==> config.mk <==
export PLATFORM = sky130hd
export DESIGN_NAME = serial_disp_rx_flat
export DESIGN_NICKNAME = d
export VERILOG_FILES = /design/src/rtl/serial_disp_rx_pkg.sv /design/src/rtl/serial_disp_rx_if.sv /design/src/rtl/serial_disp_rx_sync_edge.sv /design/src/rtl/serial_disp_rx.sv /design/src/flat_wrapper.sv
export SDC_FILE = /design/constraint.sdc
export NUM_CORES = 1
export LEC_CHECK = 0
export CAP_MARGIN = 20
export CORE_MARGIN = 1
export CORE_UTILIZATION = 40
export DETAILED_ROUTE_END_ITERATION = 8
export HOLD_SLACK_MARGIN = 0.05
export PLACE_DENSITY = 0.62
export SLEW_MARGIN = 15
export SYNTH_ARGS = -nofsm -noshare
export SYNTH_HDL_FRONTEND = slang
export SYNTH_SLANG_ARGS = --single-unit
==> constraint.sdc <==
create_clock -name clk -period 6.6 [get_ports clk]
set_clock_uncertainty 0.05 [all_clocks]
set_input_delay 1.32 -clock clk [delete_from_list [all_inputs] [get_ports clk]]
set_output_delay 1.32 -clock clk [all_outputs]
set_load 0.05 [all_outputs]
==> src/rtl/serial_disp_rx_pkg.sv <==
// Shared types and default frame widths for the serial display receiver.
// Imported by the receiver top and its testbench.
package serial_disp_rx_pkg;

    typedef enum logic [1:0] {
        IDLE  = 2'd0,
        SHIFT = 2'd1,
        OVER  = 2'd2
    } rx_state_e;

    localparam int SEG_FRAME_BITS = 64;
    localparam int LED_FRAME_BITS = 16;

endpackage

==> src/rtl/serial_disp_rx_if.sv <==
// Serial link from the SPIO/SSeg7_Dev transmitter to the receiver.
// master = transmitter side, slave = receiver side.
interface serial_disp_rx_if;

    logic s_clk;
    logic s_sout;
    logic s_pen;
    logic s_clrn;

    modport master (
        output s_clk,
        output s_sout,
        output s_pen,
        output s_clrn
    );

    modport slave (
        input s_clk,
        input s_sout,
        input s_pen,
        input s_clrn
    );

endinterface

==> src/rtl/serial_disp_rx_sync_edge.sv <==
// Multi-flop synchronizer followed by a registered rising-edge detector.
// lvl_o is delayed to line up with rise_o.
module sync_edge #(
    parameter int STAGES = 2
) (
    input  logic clk,
    input  logic rst_n,
    input  logic d_i,
    output logic lvl_o,
    output logic rise_o
);

    logic [STAGES-1:0] sync_q;
    logic              hist_q;
    logic              rise_q;

    always_ff @(posedge clk or negedge rst_n) begin
        if (!rst_n) begin
            sync_q <= '0;
            hist_q <= 1'b0;
            rise_q <= 1'b0;
        end else begin
            sync_q[0] <= d_i;
            for (int i = 1; i < STAGES; i++) begin
                sync_q[i] <= sync_q[i-1];
            end
            hist_q <= sync_q[STAGES-1];
            rise_q <= sync_q[STAGES-1] & ~hist_q;
        end
    end

    assign lvl_o  = hist_q;
    assign rise_o = rise_q;

endmodule

==> src/rtl/serial_disp_rx.sv <==
// Serial display frame receiver: shifts s_sout on s_clk rises, latches
// a frame on s_pen rises and flags frames of the wrong length.
module serial_disp_rx
    import serial_disp_rx_pkg::*;
#(
    parameter int FRAME_BITS  = SEG_FRAME_BITS,
    parameter int SYNC_STAGES = 2
) (
    input  logic                  clk,
    input  logic                  RSTN,
    serial_disp_rx_if.slave       ser,
    output logic [FRAME_BITS-1:0] data_out,
    output logic                  frame_valid,
    output logic                  frame_err,
    output logic                  busy,
    output logic [15:0]           frame_cnt
);

    localparam int CW = $clog2(FRAME_BITS + 2);
    localparam logic [CW-1:0] FULL = CW'(FRAME_BITS);
    localparam logic [CW-1:0] SAT  = CW'(FRAME_BITS + 1);

    logic clk_rise, pen_rise, clrn_lvl;
    logic unused_clk_lvl, unused_pen_lvl, unused_clrn_rise;

    sync_edge #(.STAGES(SYNC_STAGES)) u_clk (
        .clk(clk), .rst_n(RSTN), .d_i(ser.s_clk),
        .lvl_o(unused_clk_lvl), .rise_o(clk_rise)
    );
    sync_edge #(.STAGES(SYNC_STAGES)) u_pen (
        .clk(clk), .rst_n(RSTN), .d_i(ser.s_pen),
        .lvl_o(unused_pen_lvl), .rise_o(pen_rise)
    );
    sync_edge #(.STAGES(SYNC_STAGES)) u_clrn (
        .clk(clk), .rst_n(RSTN), .d_i(ser.s_clrn),
        .lvl_o(clrn_lvl), .rise_o(unused_clrn_rise)
    );

    // One extra flop matches the edge detector's registered output
    logic [SYNC_STAGES:0]  sout_q;
    logic [FRAME_BITS-1:0] shreg_q, shreg_d;
    logic [FRAME_BITS-1:0] data_q, data_d;
    logic [CW-1:0]         cnt_q, cnt_d;
    logic [15:0]           frame_cnt_q, frame_cnt_d;
    logic                  fv_q, fv_d;
    logic                  fe_q, fe_d;
    rx_state_e             state_q, state_d;

    always_ff @(posedge clk or negedge RSTN) begin
        if (!RSTN) begin
            sout_q      <= '0;
            shreg_q     <= '0;
            data_q      <= '0;
            cnt_q       <= '0;
            frame_cnt_q <= '0;
            fv_q        <= 1'b0;
            fe_q        <= 1'b0;
            state_q     <= IDLE;
        end else begin
            sout_q      <= {sout_q[SYNC_STAGES-1:0], ser.s_sout};
            shreg_q     <= shreg_d;
            data_q      <= data_d;
            cnt_q       <= cnt_d;
            frame_cnt_q <= frame_cnt_d;
            fv_q        <= fv_d;
            fe_q        <= fe_d;
            state_q     <= state_d;
        end
    end

    // Shift first, then let a same-cycle latch see the post-shift state
    always_comb begin
        shreg_d     = shreg_q;
        cnt_d       = cnt_q;
        data_d      = data_q;
        frame_cnt_d = frame_cnt_q;
        fv_d        = 1'b0;
        fe_d        = 1'b0;
        if (!clrn_lvl) begin
            shreg_d = '0;
            cnt_d   = '0;
        end else begin
            if (clk_rise) begin
                shreg_d = {shreg_q[FRAME_BITS-2:0], sout_q[SYNC_STAGES]};
                if (cnt_q != SAT) begin
                    cnt_d = cnt_q + 1'b1;
                end
            end
            if (pen_rise) begin
                if (cnt_d == FULL) begin
                    data_d      = shreg_d;
                    frame_cnt_d = frame_cnt_q + 16'd1;
                    fv_d        = 1'b1;
                end else begin
                    fe_d = 1'b1;
                end
                cnt_d = '0;
            end
        end
    end

    always_comb begin
        state_d = SHIFT;
        unique case (1'b1)
            (cnt_d == '0): state_d = IDLE;
            (cnt_d > FULL): state_d = OVER;
            default:       state_d = SHIFT;
        endcase
    end

    assign data_out    = data_q;
    assign frame_valid = fv_q;
    assign frame_err   = fe_q;
    assign frame_cnt   = frame_cnt_q;
    assign busy        = (state_q != IDLE);

endmodule

==> src/flat_wrapper.sv <==
// flat-port wrapper written by rule: the top's interface ports become plain ports
module serial_disp_rx_flat import serial_disp_rx_pkg::*;
#(
    parameter int FRAME_BITS  = SEG_FRAME_BITS,
    parameter int SYNC_STAGES = 2
)
  (clk, RSTN, data_out, frame_valid, frame_err, busy, frame_cnt, ser_s_clk, ser_s_sout, ser_s_pen, ser_s_clrn);
  serial_disp_rx_if ser_i ();
  input  logic clk;
  input  logic RSTN;
  output logic [FRAME_BITS-1:0] data_out;
  output logic frame_valid;
  output logic frame_err;
  output logic busy;
  output logic [15:0] frame_cnt;
  input wire logic [$bits(ser_i.s_clk)-1:0] ser_s_clk;
  input wire logic [$bits(ser_i.s_sout)-1:0] ser_s_sout;
  input wire logic [$bits(ser_i.s_pen)-1:0] ser_s_pen;
  input wire logic [$bits(ser_i.s_clrn)-1:0] ser_s_clrn;
  assign ser_i.s_clk = ser_s_clk;
  assign ser_i.s_sout = ser_s_sout;
  assign ser_i.s_pen = ser_s_pen;
  assign ser_i.s_clrn = ser_s_clrn;
  serial_disp_rx #(.FRAME_BITS(FRAME_BITS), .SYNC_STAGES(SYNC_STAGES)) u_core (.clk(clk), .RSTN(RSTN), .ser(ser_i), .data_out(data_out), .frame_valid(frame_valid), .frame_err(frame_err), .busy(busy), .frame_cnt(frame_cnt));
endmodule
==> flow_metrics.tcl, run 1 <==
set metrics [dict create \
    path_cells "ha_1, or4b_1, a21o_1, a211o_1, nor3_4, buf_4, mux2i_1" \
    synth_commonest_cells "dfrtp_1 (169), mux2i_1 (128), nor2b_1 (69)" \
    power.density_nw_per_um2 246 \
    synth-edff-count 0 \
    synthFlopType "dfrtp_1" \
    leakage_uw 0.00373 \
    yosys-top-cells-area "dfrtp_1 (60%), mux2i_1 (18%), nor2b_1 (6.1%)" \
    status "finished, final reports clean" \
    drcViolationCount 0 \
    setup_viol 0 \
    pin_count 89 \
    slowest_delay_ns 0.65 \
    globalRouteMet1Util 0.200 \
    tns_ns 0 \
    ctsResizeCount 0 \
    synth.most_common_cell "dfrtp_1" \
    vias_per_cell 4.84 \
    relSlewSlack 0.292 \
    first_pass_iters 4 \
    totalWireLength_um 13000 \
    finalCriticalPeriod_ns 3.25 \
    drtIter0Drc 182 \
    gr-usage-met3 0.0456 \
    drv_cap 0 \
    path_clk_slew_ns 0.06 \
    synth_cell_type_count 42 \
    cp.required_ns 6.89 \
    clkLatencyLatePin_ns 0.43 \
    worst_pin_slew_ns 1.06 \
    drv_slew 0 \
    cp-end-kind "register" \
    critPathBufInv 1 \
    seq_area_frac_synth 0.596 \
    synthCells 574 \
    critPathTopFamily "simple AND/OR/NAND/NOR gates" \
    antenna_left 0 \
    cts_tree "yes" \
    drive_gt1_frac 0.0688 \
    worstSetupPathType "register to register" \
    async_flop_share 1.00 \
    grt_pass1_vias 4483 \
    clock-root-buffer "clkbuf_16" \
    antenna_found_initial 0 \
    cts_buffers 17 \
    crit_slowest_cell "buf_4" \
    ir_worst_vdd_v 0.000185 \
    holdBufCountCts 0 \
    worst_hold_slack_ns 0.300 \
    finalHoldViolCount 0 \
    core_um2 17300 \
    grt-busiest-layer "met2" \
    r2r_slack_ns 3.35 \
    die_y_um 135 \
    grt_use_met2 0.240 \
    gp_congestion 0.794 \
    fillers 1529 \
    grt_pass1_wl_um 22100 \
    synth_top_cell_area_share 0.596 \
    insertedDiodeCount 0 \
    hp-class "register to register" \
    cts_buffer_depth 2 \
    portBuffers 88 \
    hpwl_um 8210 \
    clock.fmax_mhz 307 \
    rsz0062_at_grt "false" \
    die_w_um 135 \
    postCtsSetupBuffers 0 \
    syn_avg_cell_area_um2 12.4 \
    track_usage 0.155 \
    cp_max_fo 45 \
    ys_seq_elements 169 \
    std_cell_rows 48 \
    grt-ovfl-total 0 \
    synth_fp_nets 583 \
    layout.nets 665 \
    dieArea_um2 18300 \
    final-seq-area_um2 4230 \
    worstSetupStartpointType "register" \
    ys_warn_count 0 \
    multi_input_area_um2 2450 \
    htree_levels 4 \
    wl_per_cell_um 14.5 \
    synthToLayoutAreaGrowth_pct 23.9 \
    yosysTopAreaCell "dfrtp_1" \
    cts.sinks 169 \
    num_vias 4329 \
    post-route-period-util 0.493 \
    grt_max_degree 111 \
    netlist_area_um2 7100 \
    cp.arrival_ns 3.54 \
    start_util 0.410 \
]
placed cells by master, fill, tap and decap left out, types with 10 or more instances in the layout:
cell type,Yosys,routed
xor2_1,17,17
nand2_1,11,11
nor2_1,13,13
nor2b_1,69,69
clkdlybuf4s50_1,0,87
clkbuf_16,0,17
dfrtp_1,169,167
inv_1,67,67
nor4_1,10,10
mux2i_1,128,128
nand3_1,10,10
report_power, final:
group / internal, µW / total, µW / leakage (µW) / switching (µW)
sequential: 1040 / 1050 / 0.00233 / 8.54
clock: 638 / 1050 / 0.000296 / 408
combinational: 23.9 / 64.3 / 0.00111 / 40.4
total: 1700 / 2160 / 0.00373 / 457
state kept, by name (all words and copies together) (netlist names), 2 cells and up:
name and flops:
u_core.u_clrn.sync_q 2, u_core.cnt_q 7, u_core.data_out 64, u_core.shreg_q 64, u_core.frame_cnt 16, u_core.u_pen.sync_q 2, u_core.sout_q 3, u_core.u_clk.sync_q 2
u_core.state_q 2
per-layer routing:
metal / share of wire / vias up
met4: 0.014 / 0
li1: - / 2054
met1: 0.46 / 2164
met5: 0 / -
met2: 0.47 / 99
met3: 0.051 / 12
cell type report:
| type | instances | area share |
|---|---|---|
| multi-input combinational | 307 | 0.279 |
| timing repair buffer | 94 | 0.108 |
| sequential | 169 | 0.482 |
| clock buffer | 23 | 0.0555 |
| clock inverter | 9 | 0.0158 |
| tap | 225 | 0.0320 |
| inverter | 67 | 0.0286 |
cell families (layout without fill, tap and decap cells):
group	Yosys count	in the layout	share of synthesized area
AOI/OAI and AO/OA	22	22	0.0224
xor gates and xnor gates	17	17	0.0210
adders and majority gates	3	3	0.00529
buffers and inverters	98	193	0.0589
DFF	169	169	0.596
muxes	129	129	0.182
and+or+nand+nor	136	136	0.114
through the flow:
step | power (µW) | util | instance area (µm²) | std cells | setup slack (ns)
floorplan | 1100 | - | 7100 | 574 | 4.00
global placement | 1130 | 0.470 | 8140 | 861 | 3.45
CTS | 2190 | 0.507 | 8760 | 893 | 3.31
finish | 2160 | 0.508 | 8790 | 894 | 3.35
global route | 2240 | 0.508 | 8790 | 894 | 3.06
detailed placement | 1130 | 0.470 | 8140 | 861 | 3.34
path summary, 6_finish.rpt:
kind	from	cells after the start	to
max	u_core.cnt_q[1]	7	u_core.data_out[6]
min	u_core.u_clrn.sync_q[0]	0	u_core.u_clrn.sync_q[1]
max reg2reg	u_core.cnt_q[1]	7	u_core.data_out[6]
min reg2reg	u_core.u_clrn.sync_q[0]	0	u_core.u_clrn.sync_q[1]
max in group asynchronous	RSTN	3	u_core.shreg_q[53]
min in group asynchronous	RSTN	1	u_core.data_out[58]
No activity file was read; power rests on OpenSTA's default activity.
==> inputs of run 2 (changes only) <==
--- a/config.mk
+++ b/config.mk
@@ -10,7 +10,7 @@
 export CORE_UTILIZATION = 40
 export DETAILED_ROUTE_END_ITERATION = 8
 export HOLD_SLACK_MARGIN = 0.05
-export PLACE_DENSITY = 0.62
+export PLACE_DENSITY = 0.64
 export SLEW_MARGIN = 15
 export SYNTH_ARGS = -nofsm -noshare
 export SYNTH_HDL_FRONTEND = slang
==> constraint.sdc (replaced) <==
create_clock -name clk -period 2.7 [get_ports clk]
set_clock_uncertainty 0.05 [all_clocks]
set_input_delay 0.54 -clock clk [delete_from_list [all_inputs] [get_ports clk]]
set_output_delay 0.54 -clock clk [all_outputs]
set_load 0.05 [all_outputs]
==> flow_metrics.tcl, run 2 (synthesized netlist as in run 1, its figures left out) <==
set metrics [dict create \
    status "finished, final reports clean" \
    worstSetupStartpointType "register" \
    insertedDiodeCount 0 \
    fin_cells 907 \
    fin_util 0.517 \
    hp-class "input pin to async pin" \
    rsz0062_at_grt "false" \
    drv_slew 0 \
    die_y_um 135 \
    totalWireLength_um 13800 \
    die_w_um 135 \
    num_vias 4408 \
    pin_count 89 \
    portBuffers 88 \
    finalHoldViolCount 0 \
    cp.required_ns 2.99 \
    drcViolationCount 0 \
    fillers 1503 \
    dieArea_um2 18300 \
    cp.arrival_ns 2.84 \
    hpwl_um 8300 \
    clkLatencyLatePin_ns 0.43 \
    std_cell_rows 48 \
    cts_tree "yes" \
    post-route-period-util 0.946 \
    dp_cells 869 \
    grt-ovfl-total 0 \
    finalCriticalPeriod_ns 2.55 \
    slowest_delay_ns 0.46 \
    ir_worst_vdd_v 0.000472 \
    power.density_nw_per_um2 565 \
    cp-end-kind "register" \
    clock.fmax_mhz 392 \
    path_cells "ha_1, or4b_1, a21o_1, a211o_1, nor3_4, buf_4, clkbuf_16, mux2i_1" \
    grt_max_degree 67 \
    tns_ns 0 \
    p_total_uw 5050 \
    cp_max_fo 11 \
    cts_buffer_depth 2 \
    htree_levels 4 \
    drive_gt1_frac 0.0938 \
    cts_buffers 17 \
    place_area_um2 8250 \
    path_clk_slew_ns 0.06 \
    crit_slowest_cell "dfrtp_2" \
    critPathTopFamily "simple AND/OR/NAND/NOR gates" \
    multi_input_area_um2 2460 \
    worst_pin_slew_ns 0.627 \
    vias_per_cell 4.86 \
    drv_cap 0 \
    first_pass_iters 4 \
    holdBufCountCts 0 \
    grt_pass1_wl_um 23000 \
    grt_pass1_vias 4576 \
    layout.nets 678 \
    mostFrequentLayoutCell "dfrtp_1" \
    synthToLayoutAreaGrowth_pct 26.0 \
    track_usage 0.161 \
    relSlewSlack 0.582 \
    clock-root-buffer "clkbuf_16" \
    leakage_uw 0.00378 \
    antenna_left 0 \
    worstSetupPathType "register to register" \
    final-seq-area_um2 4240 \
    antenna_found_initial 0 \
    critPathBufInv 2 \
    final_area_um2 8940 \
    gp_congestion 0.795 \
    core_um2 17300 \
    start_util 0.410 \
    wl_per_cell_um 15.2 \
    setup_viol 0 \
    final_cell_mix "dfrtp_1 (165), mux2i_1 (128), clkdlybuf4s50_1 (87)" \
    drtIter0Drc 179 \
    cts.sinks 169 \
]
[run 2: changes by cell type in the layout (fill, tap and decap cells not counted), moves of 2 or more]
cell / previous run / this run
buf_12: 0 / 5
buf_4: 5 / 11
bufinv_16: 3 / 1
clkbuf_16: 17 / 19
clkbuf_8: 4 / 1
clkinvlp_4: 3 / 7
dfrtp_1: 167 / 165
dfrtp_2: 1 / 3
[run 2: timing repair]
action                                 in CTS  in global routing
gates resized for setup                     4                  2
pin swaps                                   1                  1
setup buffers                               1                  1
cloned                                      1                  2
setup endpoints to repair                  75                 48
endpoints found under the hold margin       0                  0
[run 2: power by group]
part	leakage, µW	switching (µW)	total, µW	internal, µW
Sequential	0.00232	7.55	2550	2550
Combinational	0.00121	116	180	64.2
Clock	0.000254	1020	2310	1300
Total	0.00378	1140	5050	3910
[run 2: worst reg2reg max path, stage by stage (launching register included)]
cell and delay [ns]:
dfrtp_2 0.46, ha_1 0.22, or4b_1 0.46, a21o_1 0.20
a211o_1 0.30, nor3_4 0.20, buf_4 0.19, clkbuf_16 0.19
mux2i_1 0.20
[run 2: layer usage]
layer  wire (µm)  track usage  vias up
met5           0            0        -
met4         147       0.0556        0
met3         713       0.0460       14
met2        6480        0.259      100
met1        6450        0.208     2215
li1            -            -     2079
[run 2: area by class of cell]
type                       instances  share of cell area
multi-input combinational        307               0.275
sequential                       169               0.474
timing repair buffer             107               0.128
inverter                          67              0.0281
tap                              225              0.0315
clock inverter                    13              0.0137
clock buffer                      19              0.0495
[run 2: worst paths after layout]
kind / depth (start not counted) / slack (ns) / from / to
max: 8 / 0.15 / u_core.cnt_q[1] / u_core.data_out[9]
min: 1 / 0.07 / RSTN / u_core.data_out[57]
max reg2reg: 8 / 0.15 / u_core.cnt_q[1] / u_core.data_out[9]
min reg2reg: 0 / 0.29 / u_core.u_pen.sync_q[0] / u_core.u_pen.sync_q[1]
max in group asynchronous: 2 / 1.83 / RSTN / u_core.data_out[9]
min in group clk: 0 / 0.29 / u_core.u_pen.sync_q[0] / u_core.u_pen.sync_q[1]
[run 2: stage by stage]
| step | setup WS (ns) | hold slack (ns) |
|---|---|---|
| final | 0.147 | 0.0663 |
| after global placement | 0.157 | 0.283 |
| after detailed placement | -0.103 | 0.285 |
| after floorplan | 0.105 | 0.194 |
| after CTS | 0.0557 | 0.0767 |
| after global routing | 0.00149 | 0.102 |
==> inputs of run 3 (changes only) <==
--- a/config.mk
+++ b/config.mk
@@ -5,12 +5,14 @@
 export SDC_FILE = /design/constraint.sdc
 export NUM_CORES = 1
 export LEC_CHECK = 0
+export ABC_AREA = 1
 export CAP_MARGIN = 20
 export CORE_MARGIN = 1
 export CORE_UTILIZATION = 40
 export DETAILED_ROUTE_END_ITERATION = 8
 export HOLD_SLACK_MARGIN = 0.05
 export PLACE_DENSITY = 0.64
+export SKIP_LAST_GASP = 1
 export SLEW_MARGIN = 15
 export SYNTH_ARGS = -nofsm -noshare
 export SYNTH_HDL_FRONTEND = slang
==> flow_metrics.tcl, run 3 <==
set metrics [dict create \
    layout.nets 947 \
    synth_commonest_cells "nand2_1 (205), dfrtp_1 (169), inv_1 (95)" \
    ctsResizeCount 0 \
    synth_xor_area_frac 0.0161 \
    r2r-end "u_core.frame_cnt[3]" \
    worst_pin_slew_ns 0.604 \
    r2r_start "u_core.cnt_q[1]" \
    setup_viol 0 \
    pin_count 89 \
    synth.most_common_cell "nand2_1" \
    place_ws_ns 0.499 \
    seq_area_frac_synth 0.559 \
    portBuffers 88 \
    path_clk_slew_ns 0.06 \
    die_w_um 139 \
    synthFlopType "dfrtp_1" \
    drv_slew 0 \
    drtIter0Drc 425 \
    totalWireLength_um 16300 \
    synth_adder_area_share 0.00497 \
    yosysTopAreaCell "dfrtp_1" \
    cts.sinks 169 \
    ys_seq_elements 169 \
    ff2ff_path_depth 11 \
    power.density_nw_per_um2 569 \
    crit_end "busy" \
    fin_cells 1180 \
    final_cell_mix "nand2_1 (205), dfrtp_1 (168), inv_1 (93)" \
    start_util 0.414 \
    synth_compound_area_frac 0.0470 \
    holdBufCountCts 0 \
    synth_cell_type_count 23 \
    grt_max_degree 65 \
    ir_worst_vdd_v 0.000470 \
    relSlewSlack 0.597 \
    track_usage 0.179 \
    cp_max_fo 1 \
    cts_buffers 17 \
    vias_per_cell 4.96 \
    std_cell_rows 49 \
    tns_ns 0 \
    grt-ovfl-total 0 \
    cp.required_ns 2.11 \
    cp-end-kind "output port" \
    cts_buffer_depth 2 \
    postCtsSetupBuffers 0 \
    htree_levels 4 \
    synth.area.mux_share 0 \
    crit_start "u_core.state_q[1]" \
    finalCriticalPeriod_ns 2.41 \
    clock-root-buffer "clkbuf_16" \
    syn_avg_cell_area_um2 8.71 \
    core_um2 18300 \
    insertedDiodeCount 0 \
    async_flop_share 1.00 \
    first_pass_iters 4 \
    synthToLayoutAreaGrowth_pct 20.9 \
    status "finished, final reports clean" \
    cts_tree "yes" \
    drcViolationCount 0 \
    setup_slack_ns 0.295 \
    rsz0062_at_grt "false" \
    synth-edff-count 0 \
    synth_top_family_by_area "simple AND/OR/NAND/NOR gates" \
    fillers 1774 \
    synth_top_cell_area_share 0.559 \
    num_vias 5849 \
    clock.fmax_mhz 416 \
    synthCells 868 \
    drv_cap 0 \
    worstSetupStartpointType "register" \
    drive_gt1_frac 0.127 \
    hpwl_um 10400 \
    ys_warn_count 0 \
    gp_congestion 0.847 \
    cp.arrival_ns 1.82 \
    finalHoldViolCount 0 \
    antenna_found_initial 0 \
    yosys-top-cells-area "dfrtp_1 (56%), nand2_1 (10%), nand4_1 (6.9%)" \
    post-route-period-util 0.891 \
    mostFrequentLayoutCell "nand2_1" \
    dieArea_um2 19500 \
    r2r_slack_ns 0.48 \
    hp-class "input pin to async pin" \
    leakage_uw 0.00486 \
    antenna_left 0 \
    synthSimpleGateAreaFrac 0.287 \
    netlist_area_um2 7560 \
    worstSetupPathType "register to output port" \
    wl_per_cell_um 13.8 \
    grt_pass1_vias 5641 \
    die_y_um 139 \
    synth_fp_nets 877 \
    grt_pass1_wl_um 27700 \
    clkLatencyLatePin_ns 0.43 \
    dp_cells 1148 \
]
==> run 3: cell types whose count changed in the layout (fill, tap and decap cells not counted), sizes merged, moves of 4 or more <==
cell	change
xnor2	+5
or2	+63
xor2	-9
o21ai	+62
clkinvlp	-4
nand3	+8
nand2	+194
nor2b	-69
nor4	-10
nand4	+80
nor2	+77
mux2i	-128
inv	+29
nor4b	-4
==> run 3: critical path, stage by stage (launching register included) <==
cell	delay [ns]
dfrtp_1	0.36
or2_2	0.32
clkdlybuf4s50_1	0.72
==> run 3: layout make-up <==
class | instances | area, µm² | area share
Sequential cell | 169 | 4230 | 0.463
Multi-Input combinational cell | 549 | 2680 | 0.293
Timing Repair Buffer | 105 | 1030 | 0.113
Clock buffer | 23 | 478 | 0.0523
Inverter | 96 | 360 | 0.0394
Tap cell | 229 | 287 | 0.0313
Clock inverter | 9 | 67.6 | 0.00739
==> run 3: per-stage QoR <==
| stage | total power [µW] | area, µm² | hold slack, ns | util |
|---|---|---|---|---|
| after floorplan | 2880 | 7560 | 0.194 | - |
| after global placement | 3010 | 8590 | 0.284 | 0.470 |
| after detailed placement | 3020 | 8590 | 0.287 | 0.470 |
| after CTS | 5270 | 9140 | 0.0726 | 0.500 |
| after global routing | 5430 | 9140 | 0.0987 | 0.500 |
| final | 5200 | 9140 | 0.0534 | 0.500 |
==> run 3: how the worst min path moves through the flow <==
stage	depth (start not counted)	end	from
floorplan	0	u_core.cnt_q[0]	RSTN
finish	1	u_core.data_out[10]	RSTN
detailed placement	0	u_core.sout_q[1]	u_core.sout_q[0]
global placement	0	u_core.sout_q[1]	u_core.sout_q[0]
global route	1	u_core.data_out[10]	RSTN
CTS	1	u_core.data_out[10]	RSTN
==> run 3: logic make-up (layout without fill, tap and decap cells) <==
kind of cell / after synthesis / after routing
simple gates: 463 / 463
fa+ha+maj: 3 / 3
buf+inv: 150 / 233
flops: 169 / 169
compound gates: 70 / 70
xor+xnor: 13 / 13
==> run 3: layer usage <==
layer,GRT usage,vias to the layer above,share of wire
met1,0.237,2840,0.47
li1,-,2891,-
met2,0.291,100,0.48
met3,0.0348,18,0.035
met5,0,-,0
met4,0.0649,0,0.014
==> run 3: where the power goes <==
group | total [µW] | switching [µW] | internal, µW
Sequential | 2630 | 29.6 | 2600
Combinational | 332 | 224 | 109
Clock | 2240 | 985 | 1250
